===== src/rtl/mips_pkg.sv =====
// rtl/mips_pkg.sv - shared MIPS32 constants and program-loader state encoding
package mips_pkg;

  localparam int         INSTR_W = 32;
  localparam logic [5:0] OPC_HLT = 6'h3f;

  typedef enum logic [2:0] {
    ST_IDLE    = 3'd0,
    ST_LOAD    = 3'd1,
    ST_RELEASE = 3'd2,
    ST_RUN     = 3'd3,
    ST_ERR     = 3'd4
  } ldr_state_e;

endpackage


===== src/rtl/mips_prog_loader.sv =====
// rtl/mips_prog_loader.sv - boot-time stream-to-imem loader that holds the core halted until the image is in
// Defining MIPS_LDR_CHKSUM_EN adds the chk/chk_vld image checksum ports.
module mips_prog_loader
  import mips_pkg::*;
#(
  parameter int         ADDR_W    = 10,
  parameter int         MAX_WORDS = 1024,
  parameter logic [5:0] HLT_OPC   = OPC_HLT
) (
  input  logic               clk1,
  input  logic               rst_n,
  input  logic               start,
  input  logic               s_valid,
  output logic               s_ready,
  input  logic [INSTR_W-1:0] s_data,
  input  logic               s_last,
  output logic               imem_we,
  output logic [ADDR_W-1:0]  imem_addr,
  output logic [INSTR_W-1:0] imem_wdata,
  output logic               cpu_pc_clr,
  output logic               cpu_run,
  output logic               done,
  output logic               err_ovf,
  output logic [ADDR_W:0]    word_cnt
`ifdef MIPS_LDR_CHKSUM_EN
  ,
  output logic [INSTR_W-1:0] chk,
  output logic               chk_vld
`endif
);

  localparam logic [ADDR_W:0] MAX_CNT = (ADDR_W+1)'(MAX_WORDS);

  ldr_state_e         state_q;
  logic               s_ready_q;
  logic               imem_we_q;
  logic [ADDR_W-1:0]  imem_addr_q;
  logic [INSTR_W-1:0] imem_wdata_q;
  logic               cpu_pc_clr_q;
  logic               cpu_run_q;
  logic               done_q;
  logic               err_ovf_q;
  logic [ADDR_W:0]    word_cnt_q;
  logic [ADDR_W:0]    word_cnt_d;
`ifdef MIPS_LDR_CHKSUM_EN
  logic [INSTR_W-1:0] chk_q;
  logic               chk_vld_q;
`endif

  logic hs;
  logic term;
  logic ovf;

  // s_ready_q is only ever set while in LOAD, so it alone qualifies the handshake.
  assign hs         = s_valid & s_ready_q;
  assign term       = s_last | (s_data[31:26] == HLT_OPC);
  assign ovf        = (word_cnt_q == MAX_CNT) & ~term;
  assign word_cnt_d = word_cnt_q + (ADDR_W+1)'(1);

  always_ff @(posedge clk1) begin
    if (!rst_n) begin
      state_q      <= ST_IDLE;
      s_ready_q    <= 1'b0;
      imem_we_q    <= 1'b0;
      imem_addr_q  <= '0;
      imem_wdata_q <= '0;
      cpu_pc_clr_q <= 1'b0;
      cpu_run_q    <= 1'b0;
      done_q       <= 1'b0;
      err_ovf_q    <= 1'b0;
      word_cnt_q   <= '0;
`ifdef MIPS_LDR_CHKSUM_EN
      chk_q        <= '0;
      chk_vld_q    <= 1'b0;
`endif
    end else begin
      imem_we_q    <= 1'b0;
      cpu_pc_clr_q <= 1'b0;
      unique case (state_q)
        ST_IDLE, ST_ERR: begin
          if (start) begin
            state_q    <= ST_LOAD;
            s_ready_q  <= 1'b1;
            word_cnt_q <= '0;
            err_ovf_q  <= 1'b0;
`ifdef MIPS_LDR_CHKSUM_EN
            chk_q      <= '0;
`endif
          end
        end
        ST_LOAD: begin
          if (hs) begin
            if (ovf) begin
              state_q   <= ST_ERR;
              s_ready_q <= 1'b0;
              err_ovf_q <= 1'b1;
            end else begin
              imem_we_q    <= 1'b1;
              imem_addr_q  <= word_cnt_q[ADDR_W-1:0];
              imem_wdata_q <= s_data;
              word_cnt_q   <= word_cnt_d;
`ifdef MIPS_LDR_CHKSUM_EN
              chk_q        <= chk_q ^ s_data;
`endif
              if (term) begin
                state_q   <= ST_RELEASE;
                s_ready_q <= 1'b0;
              end
            end
          end
        end
        ST_RELEASE: begin
          cpu_pc_clr_q <= 1'b1;
          state_q      <= ST_RUN;
        end
        ST_RUN: begin
          // A reload halts the core on the same edge, before any word is rewritten.
          if (start) begin
            state_q    <= ST_LOAD;
            s_ready_q  <= 1'b1;
            word_cnt_q <= '0;
            cpu_run_q  <= 1'b0;
            done_q     <= 1'b0;
`ifdef MIPS_LDR_CHKSUM_EN
            chk_q      <= '0;
            chk_vld_q  <= 1'b0;
`endif
          end else begin
            cpu_run_q  <= 1'b1;
            done_q     <= 1'b1;
`ifdef MIPS_LDR_CHKSUM_EN
            chk_vld_q  <= 1'b1;
`endif
          end
        end
        default: state_q <= ST_IDLE;
      endcase
    end
  end

  assign s_ready    = s_ready_q;
  assign imem_we    = imem_we_q;
  assign imem_addr  = imem_addr_q;
  assign imem_wdata = imem_wdata_q;
  assign cpu_pc_clr = cpu_pc_clr_q;
  assign cpu_run    = cpu_run_q;
  assign done       = done_q;
  assign err_ovf    = err_ovf_q;
  assign word_cnt   = word_cnt_q;
`ifdef MIPS_LDR_CHKSUM_EN
  assign chk        = chk_q;
  assign chk_vld    = chk_vld_q;
`endif

endmodule


===== config.mk =====
export PLATFORM = sky130hd
export DESIGN_NAME = mips_prog_loader
export DESIGN_NICKNAME = d
export VERILOG_FILES = /design/src/rtl/mips_pkg.sv /design/src/rtl/mips_prog_loader.sv
export SDC_FILE = /design/constraint.sdc
export NUM_CORES = 1
export LEC_CHECK = 0
export ABC_AREA = 1
export BUFFER_PORTS_ARGS = -buffer_cell sky130_fd_sc_hd__buf_2
export CAP_MARGIN = 20
export CORE_MARGIN = 5
export CORE_UTILIZATION = 40
export CTS_BUF_LIST = sky130_fd_sc_hd__clkbuf_2
export DETAILED_ROUTE_END_ITERATION = 10
export PLACE_DENSITY = 0.7
export SKIP_LAST_GASP = 1
export SYNTH_ARGS = -nofsm -noshare
export SYNTH_HDL_FRONTEND = slang
export SYNTH_SLANG_ARGS = --single-unit
export TNS_END_PERCENT = 10

===== constraint.sdc =====
create_clock -name clk1 -period 4.4 [get_ports clk1]
set_input_delay 0.44 -clock clk1 [delete_from_list [all_inputs] [get_ports clk1]]
set_output_delay 0.44 -clock clk1 [all_outputs]
set_load 0.02 [all_outputs]

==> results.yml <==
run_status:
  outcome: "finished, final reports clean"
cts:
  cts.sink_count: 61
  cts_made_buffers: 9
  cts_hold_buf: 0
  root_buffer: "clkbuf_2"
  cts_resized: 0
  postCtsSetupRepairBufs: 0
  tritoncts: "done"
  clkLatencyLatePin_ps: 500
  cts_buffer_depth: 2
  clkTransAtPathRegs_ps: 210
  cts_max_level: 3
timing:
  drv_slew: 0
  setup_violations: 0
  hold_viol: 0
  finalCritPeriodShare: 0.653
  post-route-min-period_ps: 2870
  rsz0062_at_grt: "no"
  slew_headroom: 0.422
  tightest_slew_ps: 864
  fin_setup_tns_ps: 0
  skew_ps: 23.2
  fmax_ghz: 0.348
min_path:
  min_path_type: "primary input to flip-flop"
  whs_endpoint: "imem_wdata[14]"
  hold_path_depth: 3
  min_from: "s_data[14]"
drt:
  num_vias: 2747
  detail_route.iter0.violations: 127
  drcViolationCount: 0
  routed_wl_um: 7470
  wl_per_cell_um: 13.9
  first_pass_iters: 5
  vias_per_cell: 5.13
  drtAntennaViolNets: 0
final_layout:
  regArea_sq_um: 1220
  fill_cells: 706
  multi_input_area_sq_um: 1270
  layout_commonest_cell: "buf_2"
  area_growth_pct: 19.8
  drive_gt1_frac: 0.276
  layout_common_cells: "buf_2 (95), nand2_1 (82), dfxtp_1 (61)"
  nets: 490
  diodes: 0
place:
  dp_hpwl_um: 5060
  portBuffers: 95
  gp_congestion: 0.787
logic_synthesis:
  ys_seq_area_frac: 0.443
  synth_top_area_share: 0.443
  ys_top_cells_by_area: "dfxtp_1 (44%), nand2_1 (11%), nand4_1 (10%)"
  yosys_warnings: 0
  syn_nets: 408
  synth-edff-count: 0
  synth_cells: 369
  postSynthAreaPerCell_sq_um: 7.47
  yosysTopAreaCell: "dfxtp_1"
  synth_cell_types: 27
  synth_top_flop_cell: "dfxtp_1"
  syn_area_sq_um: 2760
  synth-seq-cells: 61
  ys_async_sr_fraction: 0
floorplan:
  die_w_um: 93.0
  core_sq_um: 6760
  rows: 30
  die_h_um: 93.0
  start_util: 0.408
  io_pins: 96
  die_area_sq_um: 8650
global_route:
  globalRouteTotalUtil: 0.171
  grt_max_degree: 54
  grt_pass1_wl_um: 11800
  grt_pass1_vias: 2449
  antenna_found_initial: 0
  grt-ovfl-total: 0
setup_path:
  endpoint_kind: "flip-flop"
  crit_type: "flip-flop to flip-flop"
  r2r_cells: 10
  cp.required_ps: 4810
  reg2reg_to: "word_cnt[10]"
  start_kind: "flip-flop"
  cp_max_fo: 53
  reg2reg_slack_ps: 1530
  crit_arrival_ps: 3280
  r2r-start: "word_cnt[0]"
power_and_ir_drop:
  seqPwrFrac: 0.478
  switchingPower_uw: 463
  sw_frac_of_total: 0.368
  power.density_nw_per_um2: 382
  p_total_uw: 1260
  clkPwrFrac: 0.286
  internal_power_uw: 797
  power.leakage_uw: 0.00145
  ir_worst_vdd_mv: 0.145
  p_comb_frac: 0.235
flow_run:
  cap_violations: 0
per-stage QoR:
stage	instance area [sq um]	utilization	hold slack [ps]	cells	worst slack, ps
final	3300	0.489	184	536	1530
after global routing	3300	0.489	169	536	1160
after CTS	3300	0.489	156	536	1530
after detailed placement	3180	0.471	451	520	1500
after global placement	3180	0.471	445	520	1520
after floorplan	2760	-	495	369	2820
worst max path at each step:
| stage | startpoint | end | slack, ps |
|---|---|---|---|
| floorplan | word_cnt[0] | imem_addr[8] | 2820 |
| global placement | s_data[26] | word_cnt[2] | 1520 |
| detailed placement | s_data[31] | word_cnt[2] | 1500 |
| CTS | word_cnt[0] | word_cnt[10] | 1530 |
| global route | word_cnt[0] | word_cnt[10] | 1160 |
| finish | word_cnt[0] | word_cnt[10] | 1530 |
flip-flops by register name, summed over array words and instances (netlist names):
register and count:
err_ovf 1, imem_wdata 32, done 1, imem_addr 10
imem_we 1, word_cnt 11, s_ready 1, state_q 3
cpu_pc_clr 1
final cells by class:
class | instances | area share
Clock buffer | 9 | 0.0136
Clock inverter | 7 | 0.0227
Inverter | 28 | 0.0318
Multi-Input combinational cell | 254 | 0.383
Sequential cell | 61 | 0.370
Tap cell | 80 | 0.0303
Timing Repair Buffer | 97 | 0.148
worst max-delay path, stage by stage, from the launching register on:
cell,delay (ps)
dfxtp_1,390
inv_1,90
ha_1,200
nand3_1,110
nor2_2,60
nand2_2,630
nand3_4,710
nand2_2,390
inv_2,70
nor2_1,90
nor2_1,50
cell families after synthesis:
kind of cell,share of synthesized area
AND/OR/NAND/NOR,0.324
flip-flops,0.443
AO/OA/AOI/OAI,0.113
buffers and inverters,0.0976
XOR/XNOR,0.0127
adder cells (fa/ha/maj),0.00908
cell usage after synthesis, types with 5 or more instances:
cell and n:
nand2_1 82, nor2_1 33, buf_6 5, inv_1 24, buf_1 5, nand4_1 46
clkbuf_1 7, buf_4 7, a21oi_1 55, nand3_1 15, dfxtp_1 61
power groups by stage:
stage                     Sequential (uW)  Clock, uW  Combinational, uW
after floorplan                       637          0                205
after global placement                614          0                295
after detailed placement              614          0                297
after CTS                             603        369                298
after global routing                  608        399                329
final                                 603        361                297
routing by layer:
metal	vias to the layer above	track usage	share of wire
li1	1412	-	-
met1	1234	0.220	0.45
met2	90	0.278	0.47
met3	11	0.0378	0.068
met4	0	0.0659	0.014
met5	-	0	0
Power figures use the tool's default switching activity.
